<file path="src/rtl/id_ex_skid_reg.sv">
// ID->EX pipeline register with a valid/ready handshake and a two-entry skid
// buffer. The main slot drives the ex_* outputs straight from flops; the skid
// slot catches the one instruction that arrives when EX stalls. An empty stage
// always presents an all-zero payload (a nop with we=0). Flush kills both
// slots and the instruction presented on the ID side that cycle.
// Optional build macro: ID_EX_PERF_EN adds saturating stall, bubble and flush
// performance counters.
module id_ex_skid_reg #(
   parameter int ALUOP_W  = 8,
   parameter int ALUSEL_W = 3,
   parameter int DATA_W   = 32,
   parameter int RADDR_W  = 5
) (
   input  logic                clk,
   input  logic                rst,
   input  logic                flush,
   input  logic                id_valid,
   output logic                id_ready,
   input  logic [ALUOP_W-1:0]  id_aluop,
   input  logic [ALUSEL_W-1:0] id_alusel,
   input  logic [DATA_W-1:0]   id_opv1,
   input  logic [DATA_W-1:0]   id_opv2,
   input  logic                id_we,
   input  logic [RADDR_W-1:0]  id_waddr,
   output logic                ex_valid,
   input  logic                ex_ready,
   output logic [ALUOP_W-1:0]  ex_aluop,
   output logic [ALUSEL_W-1:0] ex_alusel,
   output logic [DATA_W-1:0]   ex_opv1,
   output logic [DATA_W-1:0]   ex_opv2,
   output logic                ex_we,
   output logic [RADDR_W-1:0]  ex_waddr
`ifdef ID_EX_PERF_EN
   ,
   output logic [31:0]         perf_stall_cnt,
   output logic [31:0]         perf_bubble_cnt,
   output logic [15:0]         perf_flush_cnt
`endif
);

   typedef struct packed {
      logic [ALUOP_W-1:0]  aluop;
      logic [ALUSEL_W-1:0] alusel;
      logic [DATA_W-1:0]   opv1;
      logic [DATA_W-1:0]   opv2;
      logic                we;
      logic [RADDR_W-1:0]  waddr;
   } payload_t;

   // Bit 0 is main_v and bit 1 is skid_v; skid-only (2'b10) is unreachable.
   typedef enum logic [1:0] {
      EMPTY = 2'b00,
      ONE   = 2'b01,
      FULL  = 2'b11
   } state_t;

   typedef enum logic [1:0] {
      M_HOLD,
      M_LOAD_ID,
      M_LOAD_SKID,
      M_CLEAR
   } main_op_t;

   typedef enum logic [1:0] {
      S_HOLD,
      S_LOAD_ID,
      S_CLEAR
   } skid_op_t;

   state_t   state_q, state_n;
   main_op_t main_op;
   skid_op_t skid_op;
   payload_t main_q, skid_q, id_pay;
   logic     main_v, skid_v, accept, consume;

   assign main_v   = state_q[0];
   assign skid_v   = state_q[1];
   assign id_ready = ~skid_v;
   assign ex_valid = main_v;
   assign accept   = id_valid & id_ready & ~flush;
   assign consume  = main_v & ex_ready;

   assign id_pay = '{aluop: id_aluop, alusel: id_alusel, opv1: id_opv1,
                     opv2: id_opv2, we: id_we, waddr: id_waddr};

   assign ex_aluop  = main_q.aluop;
   assign ex_alusel = main_q.alusel;
   assign ex_opv1   = main_q.opv1;
   assign ex_opv2   = main_q.opv2;
   assign ex_we     = main_q.we;
   assign ex_waddr  = main_q.waddr;

   // Occupancy state register.
   always_ff @(posedge clk) begin
      if (rst) state_q <= EMPTY;
      else     state_q <= state_n;
   end

   // Next occupancy and the slot update each transition implies.
   always_comb begin
      state_n = state_q;
      main_op = M_HOLD;
      skid_op = S_HOLD;
      if (flush) begin
         state_n = EMPTY;
         main_op = M_CLEAR;
         skid_op = S_CLEAR;
      end else begin
         case (state_q)
            EMPTY: begin
               if (accept) begin
                  state_n = ONE;
                  main_op = M_LOAD_ID;
               end
            end
            ONE: begin
               if (accept && consume) begin
                  main_op = M_LOAD_ID;
               end else if (accept) begin
                  state_n = FULL;
                  skid_op = S_LOAD_ID;
               end else if (consume) begin
                  state_n = EMPTY;
                  main_op = M_CLEAR;
               end
            end
            FULL: begin
               if (consume) begin
                  state_n = ONE;
                  main_op = M_LOAD_SKID;
                  skid_op = S_CLEAR;
               end
            end
            default: begin
               state_n = EMPTY;
               main_op = M_CLEAR;
               skid_op = S_CLEAR;
            end
         endcase
      end
   end

   // Payload slots; cleared whenever they become empty so EX sees a nop.
   always_ff @(posedge clk) begin
      if (rst) begin
         main_q <= '0;
         skid_q <= '0;
      end else begin
         case (main_op)
            M_LOAD_ID:   main_q <= id_pay;
            M_LOAD_SKID: main_q <= skid_q;
            M_CLEAR:     main_q <= '0;
            default:     main_q <= main_q;
         endcase
         case (skid_op)
            S_LOAD_ID: skid_q <= id_pay;
            S_CLEAR:   skid_q <= '0;
            default:   skid_q <= skid_q;
         endcase
      end
   end

`ifdef ID_EX_PERF_EN
   function automatic logic [31:0] sat_inc32(input logic [31:0] v);
      return (&v) ? v : v + 32'd1;
   endfunction

   function automatic logic [15:0] sat_inc16(input logic [15:0] v);
      return (&v) ? v : v + 16'd1;
   endfunction

   // Saturating event counters; only rst clears them, flush is itself counted.
   always_ff @(posedge clk) begin
      if (rst) begin
         perf_stall_cnt  <= '0;
         perf_bubble_cnt <= '0;
         perf_flush_cnt  <= '0;
      end else begin
         if (id_valid && !id_ready) perf_stall_cnt  <= sat_inc32(perf_stall_cnt);
         if (!main_v && ex_ready)   perf_bubble_cnt <= sat_inc32(perf_bubble_cnt);
         if (flush)                 perf_flush_cnt  <= sat_inc16(perf_flush_cnt);
      end
   end
`endif

endmodule

</file>
<file path="config.mk">
export PLATFORM = sky130hd
export DESIGN_NAME = id_ex_skid_reg
export DESIGN_NICKNAME = d
export VERILOG_FILES = /design/src/rtl/id_ex_skid_reg.sv
export SDC_FILE = /design/constraint.sdc
export NUM_CORES = 1
export LEC_CHECK = 0
export CELL_PAD_IN_SITES_DETAIL_PLACEMENT = 1
export CELL_PAD_IN_SITES_GLOBAL_PLACEMENT = 2
export CORE_MARGIN = 2
export CORE_UTILIZATION = 30
export CTS_BUF_LIST = sky130_fd_sc_hd__clkbuf_8
export DETAILED_ROUTE_END_ITERATION = 10
export GPL_TIMING_DRIVEN = 0
export PLACE_DENSITY = 0.93
export SLEW_MARGIN = 25
export SYNTH_ARGS = -nofsm -noshare
export SYNTH_HDL_FRONTEND = slang
export SYNTH_SLANG_ARGS = --single-unit
</file>
<file path="constraint.sdc">
create_clock -name clk -period 3.6 [get_ports clk]
set_input_delay 0.72 -clock clk [delete_from_list [all_inputs] [get_ports clk]]
set_output_delay 0.72 -clock clk [all_outputs]
set_load 0.01 [all_outputs]
</file>
==> impl_metrics.toml <==
[worst_setup_path]
crit_required_ns = 3.99
endpoint_kind = "register"
critPathKind = "in -> reg"
startpoint_type = "primary input"
cp.arrival_ns = 3.81
cp_max_fo = 10

[floorplan]
core_area_sq_um = 21800
die_area_sq_um = 23500
die_y_um = 153
initial_core_util = 0.306
io-pin-count = 169
dieWidth_um = 153
rows = 54

[global_route]
grt_pass1_vias = 6324
antenna_found_initial = 1
grt_pass1_wl_um = 33300
grt_max_degree = 17
overflow = 0
grt_use_total = 0.175

[synth]
seq_area_frac_synth = 0.492
async_flop_share = 0
avgSynthCellArea_sq_um = 9.01
yosysWarnings = 0
ys_seq_elements = 164
synth-edff-count = 0
netlist_area_sq_um = 6680
ys.flop_type = "dfxtp_1"
synth_nets = 832
synthCells = 741
ys_types = 30

[sta]
skew_ns = 0.0193
drv_slew = 0
final_hold_viol_count = 0
period_minus_slack_ns = 3.42
finalCritPeriodShare = 0.950
whs_ns = 0.496
worst_slew_pin_slew_ns = 0.650
max-slew-margin-rel = 0.567
grt_setup_unrepaired = "false"
fin_ws_ns = 0.181
max_freq_mhz = 292
setup_violations = 0

[power_and_ir_drop]
powerDensity_nw_per_um2 = 414
max-vdd-ir-drop_uv = 231
leakagePower_uw = 0.00330

[placement]
dp_hpwl_um = 14100
pre_cts_ws_ns = -0.929
port_buffers = 168
gp_congestion = 0.798

[clocking]
cts.sinks = 164
htree_levels = 4
clkTransAtPathRegs_ns = 0.09
root_buffer = "clkbuf_8"
clock_path_buffers = 2
cts_tree = "yes"
numCtsBuffers = 17
cts_hold_buf = 0
clkLatencyLatePin_ns = 0.46

[drt]
wirelength_um = 20400
ant_nets = 0
wire_per_inst_um = 16.7
avgViaCountPerCell = 4.83
drt_first_pass_iters = 4
route.detailed.drc = 0
drt_iter0_drc = 137
vias = 5900

[job]
cap_violations = 0

[final_layout]
post-route-util = 0.418
nets = 1019
layout-drive-gt1-share = 0.0606
final_common_cell = "clkdlybuf4s50_1"
fillers = 2568
final_cell_mix = "168 x clkdlybuf4s50_1, 164 x dfxtp_1, 84 x nand2_1, 82 x nor3b_1, 82 x nor2_1"
regArea_sq_um = 3280
multi_input_area_sq_um = 3090
antennaDiodeCount = 0
area_growth_syn_to_layout_pct = 36.6

[status]
status = "completed"

[min_path]
hold_class = "reg -> reg"
-- metrics by stage --
step | power, uW | setup TNS, ns | instances | instance area [sq um]
6_report | 3780 | 0 | 1221 | 9120
3_5_place_dp | 2440 | -71.54 | 1190 | 8720
2_1_floorplan | 2190 | 0 | 741 | 6680
5_1_grt | 3960 | 0 | 1221 | 9120
4_1_cts | 3850 | 0 | 1221 | 9120
3_3_place_gp | 2430 | -59.70 | 1189 | 8710
-- cell usage after synthesis (all sizes together), types with 2 or more instances --
library cell  instances  area share
inv                   2      0.0011
buf                  22       0.023
dfxtp               164        0.49
or4                   2      0.0024
a21oi                81       0.061
nor3b                82       0.092
nand2                84       0.047
nor2                 82       0.046
clkbuf               39       0.022
ha                    5      0.0094
mux2i                81        0.12
a21boi                2      0.0022
o21ai                83       0.062
-- worst max-delay path, stage by stage --
cell and delay, ns:
clkdlybuf4s50_1 0.53, nand4bb_2 0.35, or4_2 0.58, ha_2 0.53, clkbuf_2 0.38, clkbuf_1 0.46
a21oi_1 0.14, nor2_1 0.11
-- cells by family (layout without fill, tap and decap cells) --
group	Yosys count	after routing	synth area share
simple gates	254	254	0.196
flops	164	164	0.492
fa+ha+maj	5	5	0.00937
mux	81	81	0.121
buf+inv	63	263	0.0461
compound gates	174	174	0.136
-- layout make-up --
cell class,count,share of cell area
Buffer,60,0.0328
Clock buffer,18,0.0272
Clock inverter,14,0.0167
Inverter,2,0.000823
Multi-Input combinational cell,514,0.339
Sequential cell,164,0.360
Tap cell,280,0.0384
Timing Repair Buffer,169,0.186
-- metal layers --
metal,vias to the layer above,share of wire,track usage
met5,-,0,0
met1,2822,0.47,0.221
met3,20,0.044,0.0445
li1,2933,-,-
met4,0,0.012,0.0392
met2,125,0.48,0.301
-- repair_timing --
item	4_1_cts	5_1_grt
endpoints found under the setup margin	81	80
gates resized for setup	1	3
buffers inserted	0	0
-- path summary, 6_finish.rpt --
check	from	endpoint	slack, ns	cells after the start
worst min-delay path	skid_q[4]	skid_q[4]	0.50	2
worst min register to register	skid_q[4]	skid_q[4]	0.50	2
worst max-delay path	flush	skid_q[28]	0.18	8
worst max register to register	state_q[0]	skid_q[28]	0.34	8
-- flip-flops by register name, indices dropped and copies added, names as in the netlist --
name	count
ex_alusel	3
ex_waddr	5
ex_opv2	32
ex_opv1	32
ex_aluop	8
skid_q	81
state_q	2
ex_we	1
-- power by group --
part / leakage [uW] / switching, uW / internal (uW)
clock: 0.000197 / 738 / 643
combinational: 0.00177 / 246 / 239
sequential: 0.00133 / 36.1 / 1880
Power figures use the tool's default switching activity.
